`config.mk`:
```
export PLATFORM = sky130hd
export DESIGN_NAME = inst_fetch_flat
export DESIGN_NICKNAME = d
export VERILOG_FILES = /design/src/rtl/inst_fetch_if.sv /design/src/rtl/inst_fetch.sv /design/src/flat_wrapper.sv
export SDC_FILE = /design/constraint.sdc
export NUM_CORES = 1
export LEC_CHECK = 0
export CORE_MARGIN = 2
export CORE_UTILIZATION = 55
export CTS_BUF_LIST = sky130_fd_sc_hd__clkbuf_4
export DETAILED_ROUTE_END_ITERATION = 10
export PLACE_DENSITY = 0.87
export SLEW_MARGIN = 30
export SYNTH_ARGS = -nofsm -noshare
export SYNTH_HDL_FRONTEND = slang
export SYNTH_SLANG_ARGS = --single-unit
```
`constraint.sdc`:
```
create_clock -name i_clk -period 16.78 [get_ports i_clk]
set_input_delay 3.356 -clock i_clk [delete_from_list [all_inputs] [get_ports i_clk]]
set_output_delay 3.356 -clock i_clk [all_outputs]
set_load 0.1 [all_outputs]
```
`src/rtl/inst_fetch_if.sv`:
```
// Fetch-side bus: instruction memory port, execute redirect, decode handshake.
interface inst_fetch_if;
  logic [31:0] o_imem_addr;
  logic [31:0] i_imem_rdata;
  logic        i_redirect;
  logic [31:0] i_redirect_pc;
  logic        o_valid;
  logic [31:0] o_instr;
  logic [31:0] o_pc;
  logic        i_ready;

  // Fetch unit side.
  modport master (
    output o_imem_addr, o_valid, o_instr, o_pc,
    input  i_imem_rdata, i_redirect, i_redirect_pc, i_ready
  );

  // Environment side (memory, execute, decode).
  modport slave (
    input  o_imem_addr, o_valid, o_instr, o_pc,
    output i_imem_rdata, i_redirect, i_redirect_pc, i_ready
  );
endinterface

```
`src/rtl/inst_fetch.sv`:
```
// Instruction-fetch front end: fetch PC, prefetch FIFO of {pc, instr} pairs,
// valid/ready handshake to decode, and flush-and-restart on redirect.

// One prefetch slot. Storage is deliberately unreset; occupancy lives in count.
module inst_fetch_entry (
  input  logic        clk,
  input  logic        we,
  input  logic [63:0] d,
  output logic [63:0] q
);
  // Capture the {pc, instr} pair when this slot is the write target.
  always_ff @(posedge clk)
    if (we) q <= d;
endmodule

module inst_fetch #(
  parameter logic [31:0] RESET_PC   = 32'h0000_0000,
  parameter int          FIFO_DEPTH = 2,
  parameter logic [31:0] NOP_INSTR  = 32'h0000_0013
) (
  input  logic          i_clk,
  input  logic          i_reset,
  inst_fetch_if.master  bus
);
  localparam int AW = $clog2(FIFO_DEPTH);

  typedef struct packed {
    logic [31:0] pc;
    logic [31:0] instr;
  } fetch_entry_t;

  logic [31:0]   fetch_pc;
  logic [AW-1:0] wr_ptr, rd_ptr;
  logic [AW:0]   count, count_next;
  logic          pop, push, full;

  fetch_entry_t                    wr_data;
  logic [FIFO_DEPTH-1:0]           ent_we;
  logic [FIFO_DEPTH-1:0][63:0]     ent_q;
  fetch_entry_t                    head;

  assign full = (count == (AW+1)'(FIFO_DEPTH));
  assign pop  = bus.o_valid & bus.i_ready;
  // A pop frees a slot in the same cycle, so a full FIFO keeps streaming.
  assign push = ~bus.i_redirect & (~full | pop);

  assign wr_data.pc    = fetch_pc;
  assign wr_data.instr = bus.i_imem_rdata;

  // Per-slot storage with one-hot write enable from wr_ptr.
  for (genvar g = 0; g < FIFO_DEPTH; g++) begin : g_ent
    assign ent_we[g] = push & (wr_ptr == AW'(g));
    inst_fetch_entry u_ent (
      .clk (i_clk),
      .we  (ent_we[g]),
      .d   (wr_data),
      .q   (ent_q[g])
    );
  end

  assign head = ent_q[rd_ptr];

  // Occupancy update; redirect flushes everything regardless of push/pop.
  always_comb begin
    count_next = count + {{AW{1'b0}}, push} - {{AW{1'b0}}, pop};
    if (bus.i_redirect) count_next = '0;
  end

  // Fetch PC, pointers and occupancy.
  always_ff @(posedge i_clk or posedge i_reset)
    if (i_reset) begin
      fetch_pc <= {RESET_PC[31:2], 2'b00};
      wr_ptr   <= '0;
      rd_ptr   <= '0;
      count    <= '0;
    end else if (bus.i_redirect) begin
      fetch_pc <= {bus.i_redirect_pc[31:2], 2'b00};
      wr_ptr   <= '0;
      rd_ptr   <= '0;
      count    <= '0;
    end else begin
      if (push) begin
        fetch_pc <= fetch_pc + 32'd4;  // wraps modulo 2^32
        wr_ptr   <= wr_ptr + AW'(1);
      end
      if (pop) rd_ptr <= rd_ptr + AW'(1);
      count <= count_next;
    end

  assign bus.o_imem_addr = fetch_pc;
  assign bus.o_valid     = (count != '0);
  assign bus.o_instr     = bus.o_valid ? head.instr : NOP_INSTR;
  assign bus.o_pc        = bus.o_valid ? head.pc    : 32'h0;
endmodule

```
`src/flat_wrapper.sv`:
```
// flat-port wrapper written by rule: the top's interface ports become plain ports
module inst_fetch_flat 
#(
  parameter logic [31:0] RESET_PC   = 32'h0000_0000,
  parameter int          FIFO_DEPTH = 2,
  parameter logic [31:0] NOP_INSTR  = 32'h0000_0013
)
  (i_clk, i_reset, bus_o_imem_addr, bus_o_valid, bus_o_instr, bus_o_pc, bus_i_imem_rdata, bus_i_redirect, bus_i_redirect_pc, bus_i_ready);
  inst_fetch_if bus_i ();
  input  logic i_clk;
  input  logic i_reset;
  output wire logic [$bits(bus_i.o_imem_addr)-1:0] bus_o_imem_addr;
  output wire logic [$bits(bus_i.o_valid)-1:0] bus_o_valid;
  output wire logic [$bits(bus_i.o_instr)-1:0] bus_o_instr;
  output wire logic [$bits(bus_i.o_pc)-1:0] bus_o_pc;
  input wire logic [$bits(bus_i.i_imem_rdata)-1:0] bus_i_imem_rdata;
  input wire logic [$bits(bus_i.i_redirect)-1:0] bus_i_redirect;
  input wire logic [$bits(bus_i.i_redirect_pc)-1:0] bus_i_redirect_pc;
  input wire logic [$bits(bus_i.i_ready)-1:0] bus_i_ready;
  assign bus_o_imem_addr = bus_i.o_imem_addr;
  assign bus_o_valid = bus_i.o_valid;
  assign bus_o_instr = bus_i.o_instr;
  assign bus_o_pc = bus_i.o_pc;
  assign bus_i.i_imem_rdata = bus_i_imem_rdata;
  assign bus_i.i_redirect = bus_i_redirect;
  assign bus_i.i_redirect_pc = bus_i_redirect_pc;
  assign bus_i.i_ready = bus_i_ready;
  inst_fetch #(.RESET_PC(RESET_PC), .FIFO_DEPTH(FIFO_DEPTH), .NOP_INSTR(NOP_INSTR)) u_core (.i_clk(i_clk), .i_reset(i_reset), .bus(bus_i));
endmodule
```
# Word-level counts from Yosys, hierarchy flattened
# Cells that the tools add are included.
[classes]
add_sub_neg = 5
bitwise_logic = 8
n_eq_ne = 1
n_mux = 11
n_reduce_logical = 3
n_lt_le_gt_ge = 1
[op_table]
columns = ["cell", "count"]
rows = [
  ["$mux W32", 4],
  ["$mux W64", 2],
  ["$add A32 B3 Y32 const B", 1],
  ["$reduce_bool A2 Y1", 3],
  ["$and A1 B1 Y1", 4],
  ["$mux W1", 4],
  ["$not A1 Y1", 3],
  ["$add A1 B1 Y1 const B", 2],
  ["$add A2 B1 Y2", 1],
  ["$eq A2 B2 Y1 const B", 1],
  ["$lt A1 B2 Y1 const B", 1],
  ["$mux W2", 1],
  ["$sub A2 B1 Y2", 1],
  ["$or A1 B1 Y1", 1],
]
[word_totals]
register_bits = 164
word_cells = 35
output_inout_bits = 97

# Logic depth before layout (Yosys ltp)
[logic_depth]
depth_word = 7
mapped_depth = 8
mapped_depth_nobuf = 8

# By module
# Synthesis repeated with hierarchy kept, for this count alone.
[unflattened]
hier_cells = 495
area_unflattened_um2 = 6787.8
[modules_own_cells]
columns = ["mod", "seq_area_each_um2", "area_each_um2", "cells_each", "instances"]
rows = [
  ["inst_fetch_entry", 1921.8, 1921.8, 64, 2],
  ["inst_fetch", 850.8, 2944.1, 367, 1],
]

# Least setup slack after synthesis
# No wires, ideal clock.
[synth_timing]
path_type = "input-to-reg"
start = "input bus_i_redirect"
end = "register u_core.g_ent[0].u_ent.q[0], enable pin"
cell_stages = 3
arrival_ps = 8025
setup_ps = 559
slack_ps = 8197
n_path_buf = 2
path_cell_list = "clkbuf_1 clkbuf_1 nor3_1"
[synth_via]
elab_chain_len = 3
[synth_rtl]
columns = ["item", "line", "source"]
rows = [
  ["from (decl)", "flat_wrapper.sv:17", "input wire logic [$bits(bus_i.i_redirect)-1:0] bus_i_redirect;"],
  ["$not A1 Y1", "inst_fetch.sv:45", "assign push = ~bus.i_redirect & (~full | pop);"],
  ["$and A1 B1 Y1", "inst_fetch.sv:45", ""],
  ["$and A1 B1 Y1", "inst_fetch.sv:52", "assign ent_we[g] = push & (wr_ptr == AW'(g));"],
  ["net u_core.g_ent[0].u_ent.we", "inst_fetch.sv:7", "input logic we,"],
  ["to (signal assigned)", "inst_fetch.sv:13", "if (we) q <= d;"],
  ["to (decl)", "inst_fetch.sv:9", "output logic [63:0] q"],
]
# The timed path passes the listed nets, and every way through them passes these cells.
# A chain may end at the register's enable or synchronous reset.

# Worst setup path in the final report
[layout_timing]
start = "register u_core.rd_ptr"
end = "output bus_o_instr[11]"
[layout_via]
elab_chain_len = 3
[layout_rtl]
columns = ["item", "line", "source"]
rows = [
  ["from (decl)", "inst_fetch.sv:33", "logic [AW-1:0] wr_ptr, rd_ptr;"],
  ["from (signal assigned)", "inst_fetch.sv:86", "if (pop) rd_ptr <= rd_ptr + AW'(1);"],
  ["$mux W64 (implied by the code) (2 in a row)", "inst_fetch.sv:61", "assign head = ent_q[rd_ptr];"],
  ["$mux W32", "inst_fetch.sv:92", "assign bus.o_instr = bus.o_valid ? head.instr : NOP_INSTR;"],
  ["to (decl)", "flat_wrapper.sv:14", "output wire logic [$bits(bus_i.o_instr)-1:0] bus_o_instr;"],
]
# Every way passes these cells. The select of a mux whose other input is x is not followed.

==> results.py <==
metrics = {
    "clock_tree": {
        "postCtsHoldBufs": 0,
        "cts_sinks": 158,
        "cts_tree": "built",
        "clock_latency_ns": 0.54,
        "cts_root_buffer": "clkbuf_4",
        "cts_setup_buffers": 0,
        "clkTransAtPathRegs_ns": 0.11,
        "clk_path_buf_depth": 2,
        "htreeDepth": 4,
        "cts_resized": 0,
        "cts_buffers": 17,
    },
    "die": {
        "ioPinCount": 165,
        "die_x_um": 114,
        "core.rowCount": 40,
        "die_height_um": 114,
        "start_util": 0.561,
        "core-area_mm2": 0.0120,
        "dieArea_mm2": 0.0131,
    },
    "final_layout": {
        "instances_no_fill": 817,
        "layout.nets": 727,
        "drive_above_1_share": 0.0732,
        "areaGrowthSynthToFinish_pct": 30.8,
    },
    "timing": {
        "period_needed_ns": 6.41,
        "relSlewSlack": 0.311,
        "finalClockSkew_ns": 0.0167,
        "hold_viol_final": 0,
        "setup_tns_ns": 0,
        "timing.fmax_mhz": 156,
        "worstMarginPinSlew_ns": 1.03,
        "setup_viol": 0,
        "hold-worst-slack_ns": 0.591,
        "setup_slack_ns": 10.37,
        "slew_violations": 0,
        "rsz0062_at_grt": "no",
        "fin_crit_sh": 0.382,
    },
    "placement": {
        "pre_cts_slack_ns": 10.37,
        "gp_congestion": 0.837,
        "io_buffers": 158,
        "dpl.hpwl_um": 9940,
        "dp_cells": 784,
    },
    "route": {
        "antenna_left": 0,
        "vias": 4658,
        "wl_um": 14800,
        "drt-wirelength-per-cell_um": 18.2,
        "avgViaCountPerCell": 5.70,
        "drtIter0Drc": 378,
        "route.detailed.drc": 0,
        "drt_first_pass_iters": 5,
    },
    "worst_setup_path": {
        "cp_data_required_time_ns": 13.42,
        "crit_arrival_ns": 3.05,
        "critPathSlowestCell": "clkdlybuf4s50_1",
        "cpPeakStageDelay_ns": 1.15,
        "endpoint_kind": "primary output",
        "cp-startpoint": "u_core.rd_ptr",
        "cp_max_fo": 34,
        "worstPathCellList": "buf_16, mux2i_1, nor2_1, clkdlybuf4s50_1",
        "r2r-start": "u_core.bus.o_imem_addr[9]",
        "worstSetupPathType": "flip-flop to primary output",
        "worstSetupStartpointType": "flip-flop",
    },
    "logic_synthesis": {
        "syn_area_mm2": 0.00671,
        "synth-main-ff-cell": "edfxtp_1",
        "synth.avg_cell_area_um2": 13.4,
        "ys_warn_count": 0,
        "synth-edff-count": 124,
        "synth_seq_area_share": 0.682,
        "yosys.cell_types.count": 41,
        "synthCells": 500,
        "ys_ff_latch": 158,
        "postSynth.asyncResetShare": 0.215,
    },
    "pwr": {
        "power_density_mw_per_mm2": 196,
        "power_w": 0.00172,
        "ir_worst_vdd_uv": 91.2,
        "power.leakage_nw": 3.05,
    },
    "hold_path": {
        "min_path_type": "flip-flop to flip-flop",
        "worstHoldStart": "u_core.bus.o_imem_addr[31]",
    },
    "status": {
        "outcome": "finished clean",
    },
    "global_routing": {
        "antenna_found_initial": 0,
        "track_usage": 0.233,
        "grt_pass1_vias": 4623,
        "overflow": 0,
        "grt_max_degree": 45,
        "grt_pass1_wl_um": 23200,
    },
    "flow_run": {
        "max_cap_violations": 0,
    },
}
worst paths after layout:
kind | endpoint | slack (ns) | cells after the start
worst max-delay path | bus_o_instr[11] | 10.37 | 4
worst min-delay path | u_core.g_ent[1].u_ent.q[63] | 0.59 | 0
worst max register to register | u_core.bus.o_imem_addr[25] | 14.35 | 4
worst min register to register | u_core.g_ent[1].u_ent.q[63] | 0.59 | 0
max in group asynchronous | u_core.rd_ptr | 13.23 | 3
min in group asynchronous | u_core.bus.o_imem_addr[6] | 3.20 | 3
kinds of logic after synthesis:
kind of cell / after synthesis / synth area share
multiplexers: 63 / 0.0940
XOR/XNOR: 14 / 0.0183
other: 1 / 0.000559
flip-flops: 158 / 0.682
buffers and inverters: 39 / 0.0256
AND/OR/NAND/NOR: 177 / 0.131
adder cells (fa/ha/maj): 3 / 0.00560
AO/OA/AOI/OAI: 45 / 0.0436
layout by cell type (no fill, tap or decap), types with 3 or more instances in the layout:
master / instances
dfrtp_1: 33
bufinv_16: 5
nor2_1: 77
clkdlybuf4s50_1: 156
edfxtp_1: 124
mux2i_1: 63
nand2_1: 30
nand4_1: 12
clkbuf_4: 20
xnor2_1: 9
or4_1: 14
xor2_1: 5
a31oi_1: 12
o31ai_1: 11
nand3_1: 14
and3_1: 3
ha_1: 3
nor4b_1: 3
nor4_1: 4
o21ai_0: 14
inv_1: 7
conb_1: 4
buf_4: 7
and2_1: 3
critical path, delay by kind of cell (launching register included):
family,cells,cell delay [ns]
buf+inv,2,1.45
flops,1,0.80
simple gates,1,0.12
mux,1,0.11
per-stage QoR:
step | cell area, um2 | util
final | 8770 | 0.733
after global routing | 8770 | 0.733
after CTS | 8770 | 0.733
after detailed placement | 8430 | 0.705
after global placement | 8410 | 0.703
after floorplan | 6720 | -
routing by layer:
layer / up-vias / GRT usage / routed length (um)
met5: - / 0 / 0
met3: 23 / 0.0529 / 1170
met1: 2236 / 0.300 / 6010
met4: 0 / 0.0813 / 236
met2: 224 / 0.391 / 7410
li1: 2175 / - / -
registers in the layout, summed over array words and instances, names as in the netlist:
name                    count
u_core.count                2
u_core.g_ent.u_ent.q      124
u_core.wr_ptr               1
u_core.rd_ptr               1
u_core.bus.o_imem_addr     30
layout make-up:
class	count	area, um2
antenna	1	2.50
clock buffer	20	150
clock inverter	12	191
fill	789	3190
inverter	7	26.3
multi-input combinational	306	1990
sequential	158	4580
tap	147	184
timing repair buffer	166	1650
Yosys cell counts, drive strengths merged, types with 10 or more instances:
library cell / n / area share
edfxtp: 124 / 0.56
nor2: 78 / 0.044
mux2i: 63 / 0.094
dfrtp: 34 / 0.13
nand2: 30 / 0.017
clkbuf: 22 / 0.012
nand3: 14 / 0.010
o21ai: 14 / 0.010
or4: 14 / 0.016
nand4: 13 / 0.014
a31oi: 12 / 0.011
o31ai: 11 / 0.012
buf: 10 / 0.0093
power by group:
part           internal [W]  leakage [nW]  switching (W)
clock network      0.000138         0.187       0.000126
logic              0.000210          1.31       0.000722
registers          0.000481          1.56      0.0000449
Note: power is estimated with default switching activity, not from simulation.
